### config.mk
export PLATFORM = sky130hd
export DESIGN_NAME = axi4_lite_slave_regs
export DESIGN_NICKNAME = d
export VERILOG_FILES = /design/src/rtl/axi4_lite_pkg.sv /design/src/rtl/axi4_lite_reg_bank.sv /design/src/rtl/axi4_lite_slave_regs.sv
export SDC_FILE = /design/constraint.sdc
export NUM_CORES = 1
export LEC_CHECK = 0
export ABC_AREA = 1
export CAP_MARGIN = 10
export CELL_PAD_IN_SITES_DETAIL_PLACEMENT = 1
export CELL_PAD_IN_SITES_GLOBAL_PLACEMENT = 1
export CORE_ASPECT_RATIO = 1.1
export CORE_MARGIN = 2
export CORE_UTILIZATION = 34
export CTS_CLUSTER_SIZE = 10
export DETAILED_ROUTE_END_ITERATION = 7
export GPL_ROUTABILITY_DRIVEN = 0
export PLACE_DENSITY_LB_ADDON = 0.25
export SYNTH_ARGS = -nofsm -noshare
export SYNTH_HDL_FRONTEND = slang
export SYNTH_SLANG_ARGS = --single-unit
### constraint.sdc
create_clock -name ACLK -period 1.66 [get_ports ACLK]
set_input_delay 0.166 -clock ACLK [delete_from_list [all_inputs] [get_ports ACLK]]
set_output_delay 0.166 -clock ACLK [all_outputs]
set_load 0.01 [all_outputs]
### src/rtl/axi4_lite_pkg.sv
// Shared AXI4-lite types: response codes, channel FSM states and default widths.
package axi4_lite_pkg;

  localparam int DEFAULT_ADDR_WIDTH = 32;
  localparam int DEFAULT_DATA_WIDTH = 32;

  typedef enum logic [1:0] {
    RESP_OKAY   = 2'b00,
    RESP_EXOKAY = 2'b01,
    RESP_SLVERR = 2'b10,
    RESP_DECERR = 2'b11
  } resp_e;

  typedef enum logic {
    W_IDLE = 1'b0,
    W_RESP = 1'b1
  } wr_state_e;

  typedef enum logic {
    R_IDLE = 1'b0,
    R_DATA = 1'b1
  } rd_state_e;

endpackage

### src/rtl/axi4_lite_reg_bank.sv
// Word-wide register array with one synchronous write port, one combinational
// read port and a flattened view of every register for local hardware.
module axi4_lite_reg_bank
  import axi4_lite_pkg::*;
#(
  parameter int DATA_WIDTH = DEFAULT_DATA_WIDTH,
  parameter int NUM_REGS   = 16,
  parameter int IDX_W      = $clog2(NUM_REGS)
) (
  input  logic                           clk_i,
  input  logic                           rst_ni,
  input  logic                           wr_en_i,
  input  logic [IDX_W-1:0]               wr_idx_i,
  input  logic [DATA_WIDTH-1:0]          wr_data_i,
  input  logic [IDX_W-1:0]               rd_idx_i,
  output logic [DATA_WIDTH-1:0]          rd_data_o,
  output logic [NUM_REGS*DATA_WIDTH-1:0] regs_o
);

  logic [DATA_WIDTH-1:0] regs_q [NUM_REGS];

  always_ff @(posedge clk_i or negedge rst_ni) begin
    if (!rst_ni) begin
      for (int i = 0; i < NUM_REGS; i++) begin
        regs_q[i] <= '0;
      end
    end else if (wr_en_i) begin
      regs_q[wr_idx_i] <= wr_data_i;
    end
  end

  // Read sees the pre-write value, so a same-edge read/write returns old data.
  assign rd_data_o = regs_q[rd_idx_i];

  for (genvar g = 0; g < NUM_REGS; g++) begin : g_flat
    assign regs_o[g*DATA_WIDTH +: DATA_WIDTH] = regs_q[g];
  end

endmodule

### src/rtl/axi4_lite_slave_regs.sv
// AXI4-lite responder backing NUM_REGS full-word CSRs; independent write and
// read channel FSMs with address decode, register storage in the reg bank.
module axi4_lite_slave_regs
  import axi4_lite_pkg::*;
#(
  parameter int ADDR_WIDTH = DEFAULT_ADDR_WIDTH,
  parameter int DATA_WIDTH = DEFAULT_DATA_WIDTH,
  parameter int NUM_REGS   = 16
) (
  input  logic                           ACLK,
  input  logic                           ARESETn,
  input  logic [ADDR_WIDTH-1:0]          AWADDR,
  input  logic                           AWVALID,
  output logic                           AWREADY,
  input  logic [DATA_WIDTH-1:0]          WDATA,
  input  logic                           WVALID,
  output logic                           WREADY,
  output logic [1:0]                     BRESP,
  output logic                           BVALID,
  input  logic                           BREADY,
  input  logic [ADDR_WIDTH-1:0]          ARADDR,
  input  logic                           ARVALID,
  output logic                           ARREADY,
  output logic [DATA_WIDTH-1:0]          RDATA,
  output logic                           RVALID,
  input  logic                           RREADY,
  output logic [NUM_REGS*DATA_WIDTH-1:0] regs_o
);

  localparam int IDX_W = $clog2(NUM_REGS);
  localparam logic [ADDR_WIDTH-1:0] ADDR_LIMIT = ADDR_WIDTH'(NUM_REGS * 4);

  wr_state_e             wrState_q, wrState_d;
  logic                  awHeld_q, awHeld_d;
  logic                  wHeld_q, wHeld_d;
  logic [ADDR_WIDTH-1:0] awAddr_q, awAddr_d;
  logic [DATA_WIDTH-1:0] wData_q, wData_d;
  resp_e                 bresp_q, bresp_d;

  rd_state_e             rdState_q, rdState_d;
  logic [DATA_WIDTH-1:0] rdata_q, rdata_d;

  logic                  awHs, wHs, arHs, commit, wrEn;
  logic                  wrInRange, arInRange;
  logic [ADDR_WIDTH-1:0] wrAddr;
  logic [DATA_WIDTH-1:0] wrData, bankRdData;

  assign AWREADY = ARESETn && !awHeld_q && (wrState_q == W_IDLE);
  assign WREADY  = ARESETn && !wHeld_q && (wrState_q == W_IDLE);
  assign ARREADY = ARESETn && (rdState_q == R_IDLE);
  assign BVALID  = (wrState_q == W_RESP);
  assign BRESP   = bresp_q;
  assign RVALID  = (rdState_q == R_DATA);
  assign RDATA   = rdata_q;

  assign awHs = AWVALID && AWREADY;
  assign wHs  = WVALID && WREADY;
  assign arHs = ARVALID && ARREADY;

  // Held values take priority; otherwise the live bus carries this cycle's beat.
  assign wrAddr    = awHeld_q ? awAddr_q : AWADDR;
  assign wrData    = wHeld_q ? wData_q : WDATA;
  assign wrInRange = (wrAddr < ADDR_LIMIT);
  assign arInRange = (ARADDR < ADDR_LIMIT);
  assign commit    = (wrState_q == W_IDLE) && (awHeld_q || awHs) && (wHeld_q || wHs);
  assign wrEn      = commit && wrInRange;

  always_ff @(posedge ACLK or negedge ARESETn) begin
    if (!ARESETn) begin
      wrState_q <= W_IDLE;
      awHeld_q  <= 1'b0;
      wHeld_q   <= 1'b0;
      awAddr_q  <= '0;
      wData_q   <= '0;
      bresp_q   <= RESP_OKAY;
      rdState_q <= R_IDLE;
      rdata_q   <= '0;
    end else begin
      wrState_q <= wrState_d;
      awHeld_q  <= awHeld_d;
      wHeld_q   <= wHeld_d;
      awAddr_q  <= awAddr_d;
      wData_q   <= wData_d;
      bresp_q   <= bresp_d;
      rdState_q <= rdState_d;
      rdata_q   <= rdata_d;
    end
  end

  always_comb begin
    wrState_d = wrState_q;
    awHeld_d  = awHeld_q;
    wHeld_d   = wHeld_q;
    awAddr_d  = awAddr_q;
    wData_d   = wData_q;
    bresp_d   = bresp_q;
    unique case (wrState_q)
      W_IDLE: begin
        if (awHs) begin
          awHeld_d = 1'b1;
          awAddr_d = AWADDR;
        end
        if (wHs) begin
          wHeld_d = 1'b1;
          wData_d = WDATA;
        end
        if (commit) begin
          wrState_d = W_RESP;
          bresp_d   = wrInRange ? RESP_OKAY : RESP_SLVERR;
        end
      end
      W_RESP: begin
        if (BREADY) begin
          wrState_d = W_IDLE;
          awHeld_d  = 1'b0;
          wHeld_d   = 1'b0;
        end
      end
      default: wrState_d = W_IDLE;
    endcase
  end

  always_comb begin
    rdState_d = rdState_q;
    rdata_d   = rdata_q;
    unique case (rdState_q)
      R_IDLE: begin
        if (arHs) begin
          rdState_d = R_DATA;
          rdata_d   = arInRange ? bankRdData : '0;
        end
      end
      R_DATA: begin
        if (RREADY) begin
          rdState_d = R_IDLE;
        end
      end
      default: rdState_d = R_IDLE;
    endcase
  end

  axi4_lite_reg_bank #(
    .DATA_WIDTH(DATA_WIDTH),
    .NUM_REGS  (NUM_REGS),
    .IDX_W     (IDX_W)
  ) u_reg_bank (
    .clk_i    (ACLK),
    .rst_ni   (ARESETn),
    .wr_en_i  (wrEn),
    .wr_idx_i (wrAddr[IDX_W+1:2]),
    .wr_data_i(wrData),
    .rd_idx_i (ARADDR[IDX_W+1:2]),
    .rd_data_o(bankRdData),
    .regs_o   (regs_o)
  );

endmodule

==> out/summary.txt <==
=================================================================================================
Status                                                                               complete, but fails checks
Violations in the final reports                                                      setup timing
Post-synthesis adder-cell area fraction                                                         0
Total global-route track usage                                                              0.321
Area post-placement                                                                     40300 µm²
Clock sinks                                                                                   611
Post-synthesis compound-gate area fraction                                                 0.0158
Cell type of the slowest stage on the worst timing path                              sky130_fd_sc_hd__dfrtp_2
Met3 WL                                                                                   13.1 mm
Overflow left after global routing                                                              0
Static power due to leakage                                                               21.2 nW
Synthesis-to-layout area growth                                                             46.1%
Net count of the finished layout                                                             4796
Crit-path leading delay family                                                       buffers and inverters
Clock period minus worst slack                                                            2.09 ns
RR Startpoint                                                                            awHeld_q
Mean Syn Cell Area                                                                       7.59 µm²
Clock Tree Buf Depth                                                                            3
Number of clock buffers inserted by TritonCTS                                                  74
Worst vdd ir                                                                           0.000777 V
Proportion of synthesized area in mux cells                                                     0
Setup clock skew after layout                                                           0.0256 ns
Port Buf Inserts                                                                              648
Seq. cell area                                                                          15300 µm²
Initial DRC count                                                                            3458
Data arrival time of the worst path                                                       2.60 ns
Io pins                                                                                       654
Routed length on met1                                                                     64.3 mm
Chip width                                                                                 289 µm
Max Clock Freq                                                                          0.479 GHz
Highest layer used for signal routing                                                        met4
Critical Path Max Stage Delay                                                             0.48 ns
Mean number of vias per cell                                                                 5.77
Slew @ Worst Pin                                                                         0.687 ns
Die H                                                                                      317 µm
Clk Tree Root Cell                                                                   sky130_fd_sc_hd__clkbuf_16
Largest fanout of any net on the critical path                                                 16
Data required time of the worst path                                                      2.17 ns
Core Region                                                                             88100 µm²
Cells along the critical path                                                        buf_8 > o21ai_4 > buf_4 > nand2_4 > nor2_4 > nand4_1 > buf_4 > clkbuf_16 > nand2_1 > nand2_1
Class of the most critical setup path                                                  reg -> reg
Clock latency reported for the late side of the worst-skew pair                           0.63 ns
Portion of the clock cycle consumed by the worst path in the final layout                    1.26
Cell Pwr Density                                                                       986 nW/µm²
Hold violation count in the final report                                                        0
DP HPWL                                                                                    106 mm
Tightest Hold Check Type                                                              in -> async
Final critical-path setup slack                                                         -0.427 ns
CTS H-Tree Depth                                                                                3
Total power                                                                               43.7 mW
Tightest slew margin relative to the limit                                                  0.542
Layout cells sized above 1                                                                  0.120
Vias in the first global route                                                              33348
Post-Synth XOR/XNOR Area                                                                        0
Wire per inst                                                                             26.6 µm
Clock tree from TritonCTS                                                                   built
Setup repair after global routing missed its margin                                           yes
Portion of the post-synthesis area used by sequential elements                              0.504
Simple-gate area share of the yosys netlist                                                 0.420
Via count                                                                                   33950
Die Area                                                                                91600 µm²
Cell count after synthesis                                                                   3997
Hold slack final                                                                        0.0316 ns
Starting density of the core                                                                0.344
Number of violations of the max-capacitance limit                                               0
WL final                                                                                   157 mm
Synthesized net count                                                                        4100
Cell area after layout                                                                  44300 µm²
Filler cell count                                                                           10351
Flip-flop and latch count after synthesis                                                     611
Dominant combinational cell family by area after synthesis                           simple AND/OR/NAND/NOR gates
Largest net degree at the start of global routing                                             108
Nature of the critical path startpoint                                                  flip-flop
Remaining number of nets flagged by the antenna check after routing                             0
Number of distinct library cell variants in the gate-level netlist after synthesis             30
Post-Syn Area                                                                           30300 µm²
Area taken by multi-input logic gates                                                   13700 µm²
Worst setup path startpoint                                                              awHeld_q
Cell row count                                                                                114
Yosys Warn Count                                                                                0
Count of unresolved DRC violations after routing                                                0
Clock transition at the registers of the reported paths                                   0.06 ns
Total iterations of the first detailed-routing run                                              5
Setup crit end kind                                                                     flip-flop
Bufs and invs on worst path                                                                     4
R2r setup slk                                                                            -0.43 ns
Total setup violations reported at the end of the flow                                       1059
Final Slew Violations                                                                           0
Met2 wire length                                                                          73.5 mm
Initial antenna violation count                                                                 1
Global-route wire length before repair                                                     221 mm
=================================================================================================
## sequential cells by signal, indices dropped and copies added (netlist names)
name,flops
BRESP,1
BVALID,1
RDATA,32
RVALID,1
awAddr_q,30
awHeld_q,1
u_reg_bank.regs_o,512
wData_q,32
wHeld_q,1
## routing by layer
metal | vias up | GRT usage
met2 | 1675 | 0.507
met4 | 0 | 0.110
met5 | - | 0
met1 | 17226 | 0.444
met3 | 263 | 0.0575
li1 | 14786 | -
## cell families after synthesis
group	Yosys count
compound gates	89
buf+inv	434
flops	611
other cells	1
simple gates	2862
## layout make-up
type,count,share of cell area
clock buffers,102,0.0469
well taps,1160,0.0327
flip-flops and latches,611,0.345
multi-input cells,2953,0.310
repair buffers,995,0.260
clock inverters,4,0.000677
inverters,58,0.00539
diodes,1,0.0000564
## worst reg2reg max path, stage by stage, from the launching register on
cell                        delay (ns)
sky130_fd_sc_hd__dfrtp_2          0.48
sky130_fd_sc_hd__buf_8            0.19
sky130_fd_sc_hd__o21ai_4          0.24
sky130_fd_sc_hd__buf_4            0.17
sky130_fd_sc_hd__nand2_4          0.10
sky130_fd_sc_hd__nor2_4           0.17
sky130_fd_sc_hd__nand4_1          0.12
sky130_fd_sc_hd__buf_4            0.18
sky130_fd_sc_hd__clkbuf_16        0.20
sky130_fd_sc_hd__nand2_1          0.08
sky130_fd_sc_hd__nand2_1          0.05
## report_power, final
part	total [mW]	switching (mW)	leakage, nW	internal, mW
clock network	15.1	6.49	1.03	8.62
logic	12.5	8.37	11.7	4.18
registers	16.1	0.426	8.43	15.6
total	43.7	15.3	21.2	28.4
## placed cells by master (no fill, tap or decap), types with 24 or more instances in the layout
master,synthesis,final
sky130_fd_sc_hd__nand3_1,476,474
sky130_fd_sc_hd__o21ai_0,46,46
sky130_fd_sc_hd__nand2_2,3,59
sky130_fd_sc_hd__nor2_1,66,55
sky130_fd_sc_hd__buf_16,0,25
sky130_fd_sc_hd__nand2_1,1765,1688
sky130_fd_sc_hd__clkdlybuf4s50_1,0,640
sky130_fd_sc_hd__buf_4,3,156
sky130_fd_sc_hd__o21ai_1,32,24
sky130_fd_sc_hd__buf_12,0,109
sky130_fd_sc_hd__dfrtp_1,611,609
sky130_fd_sc_hd__inv_1,54,51
sky130_fd_sc_hd__nand4_1,528,528
sky130_fd_sc_hd__buf_6,0,32
sky130_fd_sc_hd__clkbuf_16,0,98
## per-stage QoR
stage	TNS, ns	cells	utilization	setup WS [ns]
6_report	-239.68	5884	0.503	-0.427
5_1_grt	-299.60	5883	0.503	-0.489
4_1_cts	-245.69	5845	0.492	-0.379
3_5_place_dp	-252.75	5702	0.458	-0.547
3_3_place_gp	-259.36	5702	0.458	-0.551
2_1_floorplan	-28.57	3997	-	-0.0630
## repair_timing
item,in CTS,in global routing
setup endpoints to repair,1063,1194
pin swaps,7,7
hold buffers,2,0
gates resized for setup,87,103
endpoints found under the hold margin,199,0
buffers inserted,20,15
cloned,15,24
## worst paths after layout
path	to	cells after the start
setup / recovery	u_reg_bank.regs_o[299]	10
hold / removal	wData_q[29]	3
setup reg to reg	u_reg_bank.regs_o[299]	10
hold reg to reg	RDATA[7]	2
max in group asynchronous	u_reg_bank.regs_o[419]	5
min in group ACLK	awAddr_q[30]	3
## synth_stat cells
master / count / area, µm²
sky130_fd_sc_hd__inv_1: 54 / 203
sky130_fd_sc_hd__buf_2: 155 / 776
sky130_fd_sc_hd__inv_2: 4 / 15.0
sky130_fd_sc_hd__nor2_1: 66 / 248
sky130_fd_sc_hd__nand3_1: 476 / 2380
sky130_fd_sc_hd__a31oi_1: 1 / 6.26
sky130_fd_sc_hd__o21bai_2: 1 / 11.3
sky130_fd_sc_hd__nand4_2: 1 / 12.5
sky130_fd_sc_hd__nor4_1: 4 / 25.0
sky130_fd_sc_hd__o22ai_1: 1 / 6.26
sky130_fd_sc_hd__a21oi_1: 1 / 5.00
sky130_fd_sc_hd__nor2_2: 10 / 62.6
sky130_fd_sc_hd__o21ai_2: 4 / 35.0
sky130_fd_sc_hd__nand4_1: 528 / 3300
sky130_fd_sc_hd__nand2_2: 3 / 18.8
sky130_fd_sc_hd__nor2_4: 1 / 11.3
sky130_fd_sc_hd__nand2_1: 1765 / 6630
sky130_fd_sc_hd__dfrtp_1: 611 / 15300
sky130_fd_sc_hd__clkbuf_1: 204 / 766
sky130_fd_sc_hd__o211ai_1: 2 / 15.0
sky130_fd_sc_hd__buf_1: 14 / 52.6
sky130_fd_sc_hd__nor3_1: 4 / 20.0
sky130_fd_sc_hd__conb_1: 1 / 3.75
sky130_fd_sc_hd__a2bb2oi_1: 1 / 8.76
sky130_fd_sc_hd__nand3b_1: 1 / 7.51
sky130_fd_sc_hd__o21ai_0: 46 / 230
sky130_fd_sc_hd__and2_0: 1 / 6.26
sky130_fd_sc_hd__o21ai_1: 32 / 160
sky130_fd_sc_hd__buf_4: 3 / 22.5
sky130_fd_sc_hd__or2_1: 2 / 12.5
No activity file was read; power rests on OpenSTA's default activity.
